<file path="config.mk">
export PLATFORM = sky130hd
export DESIGN_NAME = zombie_round_ctrl_flat
export DESIGN_NICKNAME = d
export VERILOG_FILES = /design/src/rtl/zombie_round_ctrl_pkg.sv /design/src/rtl/zombie_round_ctrl_if.sv /design/src/rtl/zombie_round_ctrl_tick_gen.sv /design/src/rtl/zombie_round_ctrl.sv /design/src/flat_wrapper.sv
export SDC_FILE = /design/constraint.sdc
export NUM_CORES = 1
export LEC_CHECK = 0
export BUFFER_PORTS_ARGS = -buffer_cell sky130_fd_sc_hd__buf_2
export CAP_MARGIN = 20
export CORE_UTILIZATION = 40
export CTS_BUF_LIST = sky130_fd_sc_hd__clkbuf_8
export CTS_CLUSTER_SIZE = 10
export DETAILED_ROUTE_END_ITERATION = 10
export SYNTH_ARGS = -nofsm -noshare
export SYNTH_HDL_FRONTEND = slang
export SYNTH_SLANG_ARGS = --single-unit
</file>
<file path="constraint.sdc">
create_clock -name clk -period 1.9 [get_ports clk]
set_input_delay 0 -clock clk [delete_from_list [all_inputs] [get_ports clk]]
set_output_delay 0 -clock clk [all_outputs]
set_load 0.05 [all_outputs]
</file>
<file path="src/rtl/zombie_round_ctrl_pkg.sv">
// Shared types and constants for the punch-zombie round sequencer.
package zombie_pkg;

  typedef enum logic [2:0] {
    IDLE,
    GAP,
    DRAW,
    WAIT_HIT,
    HIT,
    MISS,
    OVER
  } state_t;

  localparam logic [3:0] LED_OFF   = 4'b0000;
  localparam logic [3:0] LED_OVER  = 4'b0001;
  localparam logic [7:0] SCORE_MAX = 8'd255;

  // LED pattern for zombie t (1..3); led[0] is reserved for the game-over lamp.
  function automatic logic [3:0] led_of(input logic [1:0] t);
    logic [3:0] v;
    v = 4'b0001 << t;
    return v;
  endfunction

endpackage

</file>
<file path="src/rtl/zombie_round_ctrl_if.sv">
// Game-side bundle: player/generator inputs and LED/score/status outputs.
interface zombie_round_ctrl_if;
  logic       start;
  logic [2:0] btn;
  logic [1:0] rnd;
  logic       rnd_req;
  logic [3:0] led;
  logic [7:0] score;
  logic [1:0] lives;
  logic       busy;
  logic       game_over;

  modport master (
    output start, btn, rnd,
    input  rnd_req, led, score, lives, busy, game_over
  );

  modport slave (
    input  start, btn, rnd,
    output rnd_req, led, score, lives, busy, game_over
  );
endinterface

</file>
<file path="src/rtl/zombie_round_ctrl_tick_gen.sv">
// Game tick prescaler. tick marks the terminal count; pre_tick marks the
// cycle before it so registered outputs can be lined up with a tick.
// Needs TICK_CYCLES >= 2.
module zombie_tick_gen #(
  parameter int TICK_CYCLES = 500000
) (
  input  logic clk,
  input  logic rst,
  input  logic clr,
  output logic tick,
  output logic pre_tick
);
  localparam int CW = (TICK_CYCLES > 1) ? $clog2(TICK_CYCLES) : 1;
  localparam logic [CW-1:0] TERM = CW'(TICK_CYCLES - 1);
  localparam logic [CW-1:0] PRE  = CW'(TICK_CYCLES - 2);

  logic [CW-1:0] cnt;

  // Free-running 0..TICK_CYCLES-1 counter, restarted by clr.
  always_ff @(posedge clk or posedge rst) begin
    if (rst)                      cnt <= '0;
    else if (clr || cnt == TERM)  cnt <= '0;
    else                          cnt <= cnt + CW'(1);
  end

  assign tick     = (cnt == TERM);
  assign pre_tick = (cnt == PRE);
endmodule

</file>
<file path="src/rtl/zombie_round_ctrl.sv">
// Punch-zombie round sequencer: gap, draw a target, light it, judge the press.
module zombie_round_ctrl
  import zombie_pkg::*;
#(
  parameter int TICK_CYCLES  = 500000,
  parameter int GAP_TICKS    = 20,
  parameter int WINDOW_TICKS = 100,
  parameter int LIVES        = 3
) (
  input logic clk,
  input logic rst,
  zombie_round_ctrl_if.slave bus
);
  localparam int TMAX = (GAP_TICKS > WINDOW_TICKS) ? GAP_TICKS : WINDOW_TICKS;
  localparam int TW   = $clog2(TMAX + 1);
  localparam logic [TW-1:0] GAP_LAST   = TW'(GAP_TICKS - 1);
  localparam logic [TW-1:0] WIN_LAST   = TW'(WINDOW_TICKS - 1);
  localparam logic [1:0]    LIVES_INIT = 2'(LIVES);

  state_t        state, state_n;
  logic [TW-1:0] tcnt;
  logic [2:0]    btn_d, rise, tgt_bit;
  logic [1:0]    target, target_n;
  logic          req_d;
  logic          clr, tick, pre_tick;
  logic          gap_pre, gap_done, win_done;

  logic       rnd_req_q, rnd_req_n;
  logic [3:0] led_q, led_n;
  logic [7:0] score_q, score_n;
  logic [1:0] lives_q, lives_n;
  logic       busy_q, busy_n;
  logic       go_q, go_n;

  // Tick counter and tick count restart whenever the state changes.
  assign clr = (state_n != state);

  zombie_tick_gen #(.TICK_CYCLES(TICK_CYCLES)) u_tick (
    .clk      (clk),
    .rst      (rst),
    .clr      (clr),
    .tick     (tick),
    .pre_tick (pre_tick)
  );

  assign rise    = bus.btn & ~btn_d;
  assign tgt_bit = 3'b001 << (target - 2'd1);

  // pre fires one cycle ahead so the registered rnd_req lands in the last GAP cycle.
  assign gap_pre  = pre_tick && (tcnt == GAP_LAST);
  assign gap_done = tick && (tcnt == GAP_LAST);
  assign win_done = tick && (tcnt == WIN_LAST);

  // Ticks elapsed in the current state; wrap in IDLE/OVER/DRAW is harmless.
  always_ff @(posedge clk or posedge rst) begin
    if (rst)       tcnt <= '0;
    else if (clr)  tcnt <= '0;
    else if (tick) tcnt <= tcnt + TW'(1);
  end

  // Next state, game bookkeeping and the registered-output next values.
  always_comb begin
    state_n   = state;
    target_n  = target;
    score_n   = score_q;
    lives_n   = lives_q;
    rnd_req_n = 1'b0;
    case (state)
      IDLE, OVER: begin
        if (bus.start) begin
          score_n = 8'd0;
          lives_n = LIVES_INIT;
          state_n = GAP;
        end
      end
      GAP: begin
        if (gap_pre)  rnd_req_n = 1'b1;
        if (gap_done) state_n   = DRAW;
      end
      DRAW: begin
        // rnd is only meaningful the cycle after a request.
        if (req_d) begin
          if (bus.rnd == 2'd0) begin
            rnd_req_n = 1'b1;
          end else begin
            target_n = bus.rnd;
            state_n  = WAIT_HIT;
          end
        end
      end
      WAIT_HIT: begin
        // A press outranks expiry; any mix of buttons counts as a miss.
        if (rise != 3'b000)  state_n = (rise == tgt_bit) ? HIT : MISS;
        else if (win_done)   state_n = MISS;
      end
      HIT: begin
        if (score_q != SCORE_MAX) score_n = score_q + 8'd1;
        state_n = GAP;
      end
      MISS: begin
        lives_n = lives_q - 2'd1;
        state_n = (lives_q == 2'd1) ? OVER : GAP;
      end
      default: state_n = IDLE;
    endcase

    led_n = LED_OFF;
    if (state_n == OVER)          led_n = LED_OVER;
    else if (state_n == WAIT_HIT) led_n = led_of(target_n);
    busy_n = !(state_n inside {IDLE, OVER});
    go_n   = (state_n == OVER);
  end

  // State, target, edge history and all registered outputs.
  always_ff @(posedge clk or posedge rst) begin
    if (rst) begin
      state     <= IDLE;
      target    <= 2'd0;
      btn_d     <= 3'b000;
      req_d     <= 1'b0;
      rnd_req_q <= 1'b0;
      led_q     <= LED_OFF;
      score_q   <= 8'd0;
      lives_q   <= 2'd0;
      busy_q    <= 1'b0;
      go_q      <= 1'b0;
    end else begin
      state     <= state_n;
      target    <= target_n;
      btn_d     <= bus.btn;
      req_d     <= rnd_req_q;
      rnd_req_q <= rnd_req_n;
      led_q     <= led_n;
      score_q   <= score_n;
      lives_q   <= lives_n;
      busy_q    <= busy_n;
      go_q      <= go_n;
    end
  end

  assign bus.rnd_req   = rnd_req_q;
  assign bus.led       = led_q;
  assign bus.score     = score_q;
  assign bus.lives     = lives_q;
  assign bus.busy      = busy_q;
  assign bus.game_over = go_q;
endmodule

</file>
<file path="src/flat_wrapper.sv">
// flat-port wrapper written by rule: the top's interface ports become plain ports
module zombie_round_ctrl_flat import zombie_pkg::*;
#(
  parameter int TICK_CYCLES  = 500000,
  parameter int GAP_TICKS    = 20,
  parameter int WINDOW_TICKS = 100,
  parameter int LIVES        = 3
)
  (clk, rst, bus_start, bus_btn, bus_rnd, bus_rnd_req, bus_led, bus_score, bus_lives, bus_busy, bus_game_over);
  zombie_round_ctrl_if bus_i ();
  input logic clk;
  input logic rst;
  input wire logic [$bits(bus_i.start)-1:0] bus_start;
  input wire logic [$bits(bus_i.btn)-1:0] bus_btn;
  input wire logic [$bits(bus_i.rnd)-1:0] bus_rnd;
  output wire logic [$bits(bus_i.rnd_req)-1:0] bus_rnd_req;
  output wire logic [$bits(bus_i.led)-1:0] bus_led;
  output wire logic [$bits(bus_i.score)-1:0] bus_score;
  output wire logic [$bits(bus_i.lives)-1:0] bus_lives;
  output wire logic [$bits(bus_i.busy)-1:0] bus_busy;
  output wire logic [$bits(bus_i.game_over)-1:0] bus_game_over;
  assign bus_i.start = bus_start;
  assign bus_i.btn = bus_btn;
  assign bus_i.rnd = bus_rnd;
  assign bus_rnd_req = bus_i.rnd_req;
  assign bus_led = bus_i.led;
  assign bus_score = bus_i.score;
  assign bus_lives = bus_i.lives;
  assign bus_busy = bus_i.busy;
  assign bus_game_over = bus_i.game_over;
  zombie_round_ctrl #(.TICK_CYCLES(TICK_CYCLES), .GAP_TICKS(GAP_TICKS), .WINDOW_TICKS(WINDOW_TICKS), .LIVES(LIVES)) u_core (.clk(clk), .rst(rst), .bus(bus_i));
endmodule
</file>
* Yosys cells after proc, flatten, opt, wreduce, memory -nomap -nowiden
Cells that the tools add are included.
** Cells by class
- Add/sub/neg operators :: 5
- $mul :: 0
- Div/mod/pow operators :: 0
- Magnitude comparators :: 0
- Eq/ne operators :: 18
- Shift operators :: 2
- Multiplexer cells :: 26
- Bitwise operators :: 2
- Reductions and logical operators :: 16
** Operator list (number)
- 19-bit equality test (second input constant) :: 2
- 3-bit two-way mux :: 7
- 19-bit by 1-bit adder with 19-bit output (second input constant) :: 1
- 19-bit two-way mux :: 1
- 3-bit one-hot mux with 6 select lines :: 1
- 8-bit two-way mux :: 2
- 8-bit one-hot mux with 2 select lines :: 1
- 7-bit two-way mux :: 2
- 3-bit equality test (second input constant) :: 4
- 3-bit by 2-bit equality test with 1-bit output (second input constant) :: 3
- 8-bit by 1-bit adder with 8-bit output (second input constant) :: 1
- 2-bit two-way mux :: 4
- 4-bit two-way mux :: 2
- 8-bit inequality test (second input constant) :: 1
- 2-bit nonzero test :: 4
- 7-bit by 1-bit adder with 7-bit output (second input constant) :: 1
- 7-bit by 5-bit equality test with 1-bit output (second input constant) :: 1
- 7-bit equality test (second input constant) :: 1
- 3-bit logical NOT :: 2
- 1-bit two-way mux :: 4
- 2-bit one-hot mux with 2 select lines :: 1
- 1-bit by 2-bit << shifter with 4-bit output (first input constant) :: 1
- 2-bit by 1-bit subtractor with 2-bit output (second input constant) :: 2
- 3-bit AND :: 1
- 17 further kinds :: 19
** Storage, ports and cells
- Register bits after elaboration :: 52
- Bits in latches :: 0
- Bits in writable memories :: 0
- Bits in read-only memories :: 0
- Input bits :: 8
- Output and inout port bits :: 17
- Logic and storage cells :: 81
- Memories :: 0

* Longest topological paths before layout
- Depth in word-level cells :: 9
- Gate-level depth with buffers :: 9

* Hierarchy
A second synthesis with hierarchy kept.
** Unflattened totals
- Cells, all modules :: 276
- Area, all modules :: 2697.6 µm²
** Modules (own cells, without submodules)
- zombie_round_ctrl :: times used 1, cells an instance 171, area an instance 1692.9 µm², seq. area each 825.8 µm²
- zombie_tick_gen :: times used 1, cells an instance 105, area an instance 1004.7 µm², seq. area each 475.5 µm²

* Worst setup path before layout
Ideal clock, no wire load.
- Path kind :: reg2reg
- Start :: register u_core.lives_q[1], in the netlist u_core.bus.lives[1]
- End :: register u_core.led_q[0], in the netlist u_core.bus.led[0]
- Setup time :: 0.092 ns
- Arrival :: 1.892 ns
- Data required time :: 1.808 ns
- Path slack :: -0.084 ns
- Stages on the path, launching flop included :: 7
- Cell sequence :: dfrtp_1 > inv_1 > ha_1 > o31ai_1 > a21oi_1 > o21ba_1 > o31ai_2
** Between the ends
- Cells in the longest elaborated chain, start to end :: 6
- Elaborated cells between the ends (all ways) :: 7
- Those cells by class :: eq/ne: 3; mux: 4
** Ends and longest elaborated chain
- start, declared :: RTL line zombie_round_ctrl.sv:31 : logic [1:0] lives_q, lives_n;
- start signal, assigned :: RTL line zombie_round_ctrl.sv:135 : lives_q <= lives_n;
- 2-bit by 1-bit equality test with 1-bit output * :: RTL line zombie_round_ctrl.sv:102 : state_n = (lives_q == 2'd1) ? OVER : GAP;
- 3-bit two-way mux * :: RTL line zombie_round_ctrl.sv:102
- 3-bit one-hot mux with 6 select lines * :: RTL line zombie_round_ctrl.sv:68 : case (state)
- 3-bit by 2-bit equality test with 1-bit output :: RTL line zombie_round_ctrl.sv:109 : else if (state_n == WAIT_HIT) led_n = led_of(target_n);
- 4-bit two-way mux :: RTL line zombie_round_ctrl.sv:109
- 4-bit two-way mux * :: RTL line zombie_round_ctrl.sv:108 : if (state_n == OVER) led_n = LED_OVER;
- named net u_core.led_n[0] :: RTL line zombie_round_ctrl.sv:29 : logic [3:0] led_q, led_n;
- end signal, assigned :: RTL line zombie_round_ctrl.sv:133 : led_q <= led_n;
- end, declared :: RTL line zombie_round_ctrl.sv:29
The timed path passes the listed nets; every way through them passes the cells marked *.
A chain may end at the register's enable or synchronous reset.

* Final worst setup path
- Start :: register u_core.u_tick.cnt[0]
- End :: register u_core.led_q[1], in the netlist u_core.bus.led[1]
** Between the ends
- Cells in the longest elaborated chain, start to end :: 8
- Elaborated cells between the ends (all ways) :: 11
- Those cells by class :: eq/ne: 3; mux: 6; reduce/logical: 2
** Ends and longest elaborated chain
- start, declared :: RTL line zombie_round_ctrl_tick_gen.sv:17 : logic [CW-1:0] cnt;
- start signal, assigned :: RTL line zombie_round_ctrl_tick_gen.sv:23 : else cnt <= cnt + CW'(1);
- 19-bit equality test * :: RTL line zombie_round_ctrl_tick_gen.sv:26 : assign tick = (cnt == TERM);
- 1-bit logical AND :: RTL line zombie_round_ctrl.sv:52 : assign win_done = tick && (tcnt == WIN_LAST);
- 3-bit two-way mux :: RTL line zombie_round_ctrl.sv:94 : else if (win_done) state_n = MISS;
- 3-bit two-way mux :: RTL line zombie_round_ctrl.sv:93 : if (rise != 3'b000) state_n = (rise == tgt_bit) ? HIT : MISS;
- 3-bit one-hot mux with 6 select lines * :: RTL line zombie_round_ctrl.sv:68
- 3-bit by 2-bit equality test with 1-bit output :: RTL line zombie_round_ctrl.sv:109
- 4-bit two-way mux :: RTL line zombie_round_ctrl.sv:109
- 4-bit two-way mux * :: RTL line zombie_round_ctrl.sv:108
- named net u_core.led_n[1] :: RTL line zombie_round_ctrl.sv:29
Marked as above.

==> impl_metrics.tcl <==
set metrics [dict create \
    outcome "finished with violations" \
    failed_checks "DRC" \
    synth.largest_area_cell "dfrtp_1" \
    tightestPinTransition_ns 0.398 \
    via_per_inst 5.28 \
    track_usage 0.173 \
    hold_viol 0 \
    cts_max_level 2 \
    crit_slowest_cell "or4_1" \
    seq_area_frac_synth 0.481 \
    num-nets-final 353 \
    gp_congestion 0.799 \
    grt_pass1_wl_mm 9.86 \
    synth_top_area_frac 0.481 \
    firstDrtPassIters 7 \
    finalHoldWorstSlack_ns 0.0227 \
    syn-cell-area_um2 2710 \
    remaining_drc_errors 2 \
    clockRootBuffer "clkbuf_8" \
    power.leakage_nw 1.58 \
    slew_violations 0 \
    hold_class "in2reg" \
    post-place-ws_ns -0.0222 \
    dieWidth_um 84.3 \
    min_path_cells 3 \
    initial_utilization 0.419 \
    die_y_um 84.3 \
    clk_pin_slew_ns 0.09 \
    setup-violations-final 0 \
    hpwl_mm 4.10 \
    wl_per_cell_um 13.5 \
    dpl_cell_area_um2 3130 \
    cts.sink_count 52 \
    yosys_warnings 0 \
    drt_wl_total_mm 5.65 \
    nFillCells 596 \
    synth.area.top_cells "dfrtp_1 (48%), nor3_1 (6.3%), xor2_1 (5.8%)" \
    cts_max_path_buffers 2 \
    p_sw_frac 0.280 \
    combPwrFrac 0.180 \
    ys_seq_elements 52 \
    cp_slowest_stage_delay_ns 0.51 \
    gr-total-overflow 0 \
    fin_util 0.519 \
    yosysUniqueCellTypes 47 \
    p_sw_uw 648 \
    max_slew_margin 0.732 \
    peakVddDrop_mv 0.369 \
    core_area_um2 6460 \
    async_reset_ff_frac 1.00 \
    p_clk_frac 0.274 \
    power_mw 2.31 \
    fin_area_um2 3350 \
    critPathMaxFanout 5 \
    arrival_ns 2.12 \
    timing.final.ws_setup_ns 0.0179 \
    syn_avg_cell_area_um2 9.60 \
    max_freq_ghz 0.531 \
    period_share 0.991 \
    reg2reg_depth 7 \
    cts_buffers 5 \
    ios 25 \
    clkLatencyLatePin_ns 0.30 \
    syn-instance-count 282 \
    area_delta_synth_final_pct 23.7 \
    path_cells "ha_2, and3_1, nand4_1, o21ai_1, nor2b_4, or4_1, nor2_1" \
    startpoint_type "flip-flop" \
    crit_required_ns 2.14 \
    placement_rows 29 \
    rsz0062_at_grt "true" \
    post-route-min-period_ns 1.88 \
    endpoint_kind "flip-flop" \
    p_int_mw 1.66 \
    syn_nets 295 \
    io_buffers 24 \
    drive_gt1_frac 0.240 \
    grt_pass1_vias 2169 \
    synth-edff-count 0 \
    clock_skew_ns 0.00765 \
    critical_path_class "reg2reg" \
    dr.first_iter.drc_count 111 \
    ys.flop_type "dfrtp_1" \
    antenna_found_initial 0 \
    drv_cap 0 \
    antennaDiodeCount 0 \
    power_frac_seq 0.546 \
    power.density_nw_per_um2 691 \
    grt_max_degree 20 \
    die_area_um2 7100 \
    drtAntennaViolNets 0 \
    cts_tree "done" \
    via_count 2207 \
]
-- power by group through the flow --
stage               Clock, mW  Sequential (mW)  Combinational [mW]
detailed placement          0             1.28               0.407
global placement            0             1.28               0.401
global route            0.692             1.28               0.472
finish                  0.633             1.26               0.417
floorplan                   0             1.33               0.204
CTS                     0.662             1.26               0.414
-- metrics by stage --
step	instances	setup TNS (ns)
3_3_place_gp	401	-0.0248
4_1_cts	413	0
3_5_place_dp	401	-0.259
2_1_floorplan	282	0
6_report	418	0
5_1_grt	418	-2.13
-- sequential cells by signal, indices dropped and copies added, names as in the netlist, 2 cells and up --
register and cells:
u_core.btn_d 3, u_core.bus.led 4, u_core.bus.lives 2, u_core.bus.score 8
u_core.state 3, u_core.target 2, u_core.tcnt 7, u_core.u_tick.cnt 19
-- layout make-up --
class | instances | area [µm²] | share of cell area
multi-input cells | 211 | 1380 | 0.411
flip-flops and latches | 52 | 1300 | 0.389
repair buffers | 61 | 449 | 0.134
well taps | 77 | 96.3 | 0.0288
clock buffers | 6 | 82.6 | 0.0247
inverters | 9 | 33.8 | 0.0101
clock inverters | 2 | 7.51 | 0.00224
-- cells by family after synthesis --
group | share of synthesized area
AO/OA/AOI/OAI | 0.0818
XOR/XNOR | 0.0938
adder cells (fa/ha/maj) | 0.0231
buffers and inverters | 0.0328
flip-flops | 0.481
multiplexers | 0.00786
AND/OR/NAND/NOR | 0.280
-- cells in the mapped netlist (2+ instances only) --
| cell type | instances |
|---|---|
| nand3_1 | 14 |
| xnor2_1 | 11 |
| xor2_1 | 18 |
| nor3_1 | 34 |
| buf_2 | 2 |
| a31oi_1 | 2 |
| nand2b_1 | 5 |
| and3_1 | 10 |
| nor2_1 | 21 |
| nor2b_1 | 3 |
| nand2_1 | 25 |
| o21ai_0 | 9 |
| buf_6 | 2 |
| nand4_1 | 11 |
| dfrtp_1 | 52 |
| a21o_1 | 2 |
| buf_1 | 3 |
| and4_1 | 3 |
| a21oi_1 | 8 |
| inv_1 | 9 |
| ha_1 | 5 |
| o21ai_1 | 2 |
| nor4b_1 | 4 |
| clkbuf_1 | 3 |
| o21a_1 | 2 |
-- placed cells by master (no fill, tap or decap), types with 3 or more instances in the layout --
cell type,n
buf_12,3
o21ai_0,8
dfrtp_1,51
and3_1,10
nand4_1,11
a21oi_1,7
nor2_1,21
buf_2,24
xnor2_1,11
buf_4,29
nor3_2,3
nor3_1,31
nand2_1,25
o21ai_1,3
nand2b_1,5
inv_1,10
and4_1,3
xor2_1,18
ha_1,4
nand3_1,14
dlygate4sd3_1,4
clkbuf_8,6
-- routing by layer --
layer  part of all wire  vias to the layer above  wire length (µm)  GRT usage
met3              0.023                        4               132     0.0334
met5                  0                        -                 0          0
li1                   -                     1114                 -          -
met4              0.011                        0                64     0.0580
met1               0.48                     1065              2730      0.221
met2               0.48                       24              2720      0.295
-- worst max-delay path, delay by kind of cell (launching register included) --
kind	cells	cell delay [ns]
compound gates	1	0.11
fa+ha+maj	1	0.21
simple gates	5	1.11
flops	1	0.40
-- worst paths after layout --
kind | slack [ns] | start | end
max in group asynchronous | 1.11 | rst | u_core.bus.score[1]
worst max register to register | 0.02 | u_core.u_tick.cnt[0] | u_core.bus.led[1]
worst max-delay path | 0.02 | u_core.u_tick.cnt[0] | u_core.bus.led[1]
worst min register to register | 0.39 | u_core.bus.rnd_req | u_core.req_d
min in group asynchronous | 0.21 | rst | u_core.btn_d[0]
worst min-delay path | 0.02 | bus_rnd[1] | u_core.target[1]
-- repair_timing --
item | 4_1_cts | 5_1_grt
endpoints found under the setup margin | 16 | 37
gates resized for setup | 1 | 10
hold buffers | 4 | 0
endpoints found under the hold margin | 19 | 0
buffers inserted | 0 | 5
pin swaps | 0 | 2
No activity file was read; power rests on OpenSTA's default activity.
